File: src/rtl/fifo_access_sched.sv
// Access scheduler in front of a shared single-port-per-cycle FIFO: round-robin
// among NREQ writers, with a bounded-starvation rule that lets the reader in.

module fifo_access_sched_lane #(
   parameter int DW = 8
) (
   input  logic          gnt,
   input  logic [DW-1:0] data,
   output logic [DW-1:0] gated
);
   assign gated = {DW{gnt}} & data;
endmodule

module fifo_access_sched #(
   parameter int NREQ          = 4,
   parameter int DW            = 8,
   parameter int RD_STARVE_MAX = 4
) (
   input  logic               clk,
   input  logic               rst,
   input  logic [NREQ-1:0]    wr_req,
   input  logic [NREQ*DW-1:0] wr_data,
   output logic [NREQ-1:0]    wr_gnt,
   input  logic               rd_req,
   output logic               rd_gnt,
   output logic               rd_valid,
   output logic [DW-1:0]      rd_data,
   output logic               fifo_we,
   output logic               fifo_re,
   output logic [DW-1:0]      fifo_wdata,
   input  logic [DW-1:0]      fifo_rdata,
   input  logic               fifo_full,
   input  logic               fifo_empty
);
   localparam int PW = (NREQ > 1) ? $clog2(NREQ) : 1;
   localparam int SW = (RD_STARVE_MAX > 0) ? $clog2(RD_STARVE_MAX + 1) : 1;
   localparam logic [SW-1:0] SMAX = SW'(RD_STARVE_MAX);

   logic [PW-1:0]             rr_ptr;
   logic [PW-1:0]             wsel;
   logic                      wfound;
   logic [SW-1:0]             starve_cnt;
   logic                      wr_elig, rd_elig, wr_win, rd_win;
   logic [NREQ-1:0][DW-1:0]   lane_wd;

   // Rotating search: first requester strictly after the last granted port.
   always_comb begin
      int k;
      wsel   = '0;
      wfound = 1'b0;
      k      = 0;
      for (int i = 1; i <= NREQ; i++) begin
         k = int'(rr_ptr) + i;
         if (k >= NREQ) k = k - NREQ;
         if (!wfound && wr_req[PW'(k)]) begin
            wfound = 1'b1;
            wsel   = PW'(k);
         end
      end
   end

   assign wr_elig = (|wr_req) && !fifo_full;
   assign rd_elig = rd_req && !fifo_empty;
   // rst gates the strobes so nothing reaches the FIFO while held in reset.
   assign rd_win  = rst && rd_elig && (!wr_elig || (starve_cnt == SMAX));
   assign wr_win  = rst && wr_elig && !rd_win;

   assign rd_gnt  = rd_win;
   assign fifo_re = rd_win;
   assign fifo_we = wr_win;
   assign rd_data = fifo_rdata;

   for (genvar g = 0; g < NREQ; g++) begin : g_lane
      assign wr_gnt[g] = wr_win && (wsel == PW'(g));
      fifo_access_sched_lane #(.DW(DW)) u_lane (
         .gnt   (wr_gnt[g]),
         .data  (wr_data[g*DW +: DW]),
         .gated (lane_wd[g])
      );
   end

   always_comb begin
      fifo_wdata = '0;
      for (int i = 0; i < NREQ; i++) fifo_wdata = fifo_wdata | lane_wd[i];
   end

   always_ff @(posedge clk or negedge rst) begin
      if (!rst) begin
         rr_ptr     <= PW'(NREQ - 1);
         starve_cnt <= '0;
         rd_valid   <= 1'b0;
      end else begin
         if (wr_win) rr_ptr <= wsel;
         if (!rd_elig || rd_win)
            starve_cnt <= '0;
         else if (wr_win && (starve_cnt != SMAX))
            starve_cnt <= starve_cnt + 1'b1;
         rd_valid <= rd_win;
      end
   end
endmodule

File: config.mk
export PLATFORM = sky130hd
export DESIGN_NAME = fifo_access_sched
export DESIGN_NICKNAME = d
export VERILOG_FILES = /design/src/rtl/fifo_access_sched.sv
export SDC_FILE = /design/constraint.sdc
export NUM_CORES = 1
export LEC_CHECK = 0
export BUFFER_PORTS_ARGS = -buffer_cell sky130_fd_sc_hd__buf_2
export CELL_PAD_IN_SITES_DETAIL_PLACEMENT = 0
export CELL_PAD_IN_SITES_GLOBAL_PLACEMENT = 1
export CORE_MARGIN = 3
export CORE_UTILIZATION = 25
export DETAILED_ROUTE_END_ITERATION = 10
export MAX_ROUTING_LAYER = met4
export PLACE_DENSITY = 0.86
export SLEW_MARGIN = 25
export SYNTH_ARGS = -nofsm -noshare
export SYNTH_HDL_FRONTEND = slang
export SYNTH_SLANG_ARGS = --single-unit
File: constraint.sdc
create_clock -name clk -period 2.35 [get_ports clk]
set_input_delay 0.47 -clock clk [delete_from_list [all_inputs] [get_ports clk]]
set_output_delay 0.47 -clock clk [all_outputs]
set_load 0.02 [all_outputs]
==> run summary <==
outcome: complete, but fails checks
failing checks: negative setup slack
post-synth top area cell: buf_4
initial core utilization: 0.264
reg2reg start: rr_ptr[1]
share of layout cells above drive strength 1: 0.598
Post-Syn Instances: 121
I/O Buffers: 56
die area: 4330 µm²
Synth Warn #: 0
Num Clock Sinks: 6
CP Class: reg2out
drt drc: 0
H-tree levels: 1
Area after DPL: 1200 µm²
CTS Buf Count: 3
Leakage: 0.743 nW
unique cell type count in the Yosys netlist: 38
Clock Tree Buf Depth: 2
P&R area growth vs syn: 70.4%
Top Ports: 73
largest net degree at the start of global routing: 12
R2R Setup Slk: 0.79 ns
Async S/R FF share, synth: 1.00
R2R cell count: 7
initial DRC count: 34
Core Area: 3390 µm²
Slew HR: 0.796
placer congestion estimate: 0.817
grt total ovfl: 0
MaxCap Viol Count: 0
fin area: 1520 µm²
syn nets: 172
fmax: 405 MHz
RSZ-0062 raised after global routing: true
startpoint types: register
row count: 21
initial antenna violation count: 0
routed vias: 1152
top cells by area, synth: buf_4, dfrtp_1, a311o_1
crit path max fanout: 5
post-layout net count: 241
crit end category: output pin
Routed Antenna Nets: 0
sequential area share after synthesis: 0.171
clock period minus worst slack: 2.47 ns
Worst-Margin Slew: 0.305 ns
Fin. Hold Viols: 0
Max Slew Vio Count: 0
Post-synth EDFFs: 0
worst endpoint data arrival time: 2.00 ns
drt pass-1 iters: 4
most common cell after layout, fill and taps aside: buf_2
most frequent cells in the layout: buf_2, buf_4, buf_6
Worst Slack Setup Final: -0.117 ns
reg-to-reg critical path endpoint: rr_ptr[1]
die height: 65.8 µm
Worst VDD drop: 0.229 mV
top_reg_cell synth: dfrtp_1
Post-CTS Hold Fix Bufs: 0
Total Wirelength: 3060 µm
worst slack, placed: -0.0917 ns
cell area power density: 441 nW/µm²
total track usage: 0.148
Synth top area share: 0.134
Die X: 65.8 µm
Worst Path Required: 1.88 ns
worst-skew pair later-pin latency: 0.26 ns
first-pass GRT wire length: 5000 µm
CTS clk-pin slew, worst paths: 0.05 ns
register bit total from synthesis: 6
Worst Skew: 0.0126 ns
CTS tree: yes
vias per cell: 4.90
Tcrit/Tclk final: 1.05
drt wl/cell: 13.0 µm
synthesized area per cell: 7.38 µm²
HP Class: in2async
final setup vio count: 9
Ant. Diodes: 0
Final HPWL DP: 2160 µm
vias in the first global route: 1109
mapped cell area: 893 µm²
CTS root buf: clkbuf_4
==> repair_timing <==
item,4_1_cts,5_1_grt
gates cloned,3,0
endpoints found under the setup margin,9,12
buffers inserted,7,2
pin swaps,28,5
hold endpoints to repair,0,0
gates resized for setup,52,12
==> critical path, stage by stage (launching register included) <==
cell,delay (ns)
dfstp_2,0.57
buf_6,0.12
nand2_1,0.07
a31oi_4,0.29
a21oi_4,0.11
and3_1,0.19
a311o_1,0.28
buf_6,0.14
==> where the power goes <==
part	internal, mW	switching (mW)
Clock	0.0646	0.0425
Sequential	0.119	0.0161
Combinational	0.218	0.211
Total	0.402	0.269
==> flip-flops by register name, indices dropped and copies added, names as in the netlist <==
signal and cells:
rr_ptr 2, rd_valid 1, starve_cnt 3
==> kinds of logic after synthesis <==
family | synth area share
mux | 0.0112
simple gates | 0.283
compound gates | 0.333
fa+ha+maj | 0.0280
flops | 0.171
buf+inv | 0.174
==> worst max path at each step <==
stage / startpoint / endpoint / slack (ns) / cells after the start
after floorplan: wr_req[3] / rd_gnt / 0.07 / 5
after global placement: wr_req[1] / fifo_wdata[4] / -0.09 / 7
after detailed placement: wr_req[1] / fifo_wdata[6] / -0.09 / 7
after CTS: rr_ptr[1] / fifo_wdata[4] / -0.09 / 7
after global routing: rr_ptr[1] / fifo_wdata[7] / -0.20 / 8
final: rr_ptr[1] / fifo_wdata[5] / -0.12 / 7
==> cell usage after synthesis (all sizes together), types with 2 or more instances <==
library cell and instances:
a21oi 12, a311o 9, a31oi 2, and2 2
and3 8, buf 18, dfrtp 4, dfstp 2
ha 2, inv 5, nand2 14, nand2b 3
nor2 5, nor3 5, o21ai 11
==> area by class of cell <==
| class | instances | area, µm² |
|---|---|---|
| clock buffer | 4 | 26.3 |
| fill | 334 | 1870 |
| inverter | 5 | 18.8 |
| multi-input combinational | 93 | 713 |
| sequential | 6 | 153 |
| tap | 46 | 57.6 |
| timing repair buffer | 81 | 554 |
==> per-layer routing <==
layer,track usage,part of all wire,vias to the layer above
met5,-,0,-
met4,0.0389,0.0092,0
met2,0.244,0.51,33
met1,0.190,0.44,543
met3,0.0204,0.040,4
li1,-,-,572
==> metrics by stage <==
step	setup TNS, ns	hold slack, ns	utilization	power (mW)	instances
6_report	-0.934	0.125	0.449	0.671	235
5_1_grt	-1.73	0.143	0.449	0.714	235
4_1_cts	-0.672	0.125	0.433	0.643	233
3_5_place_dp	-0.707	0.396	0.355	0.417	219
3_3_place_gp	-0.592	0.394	0.355	0.417	219
2_1_floorplan	0	0.174	-	0.339	121
No activity file was read; power rests on OpenSTA's default activity.
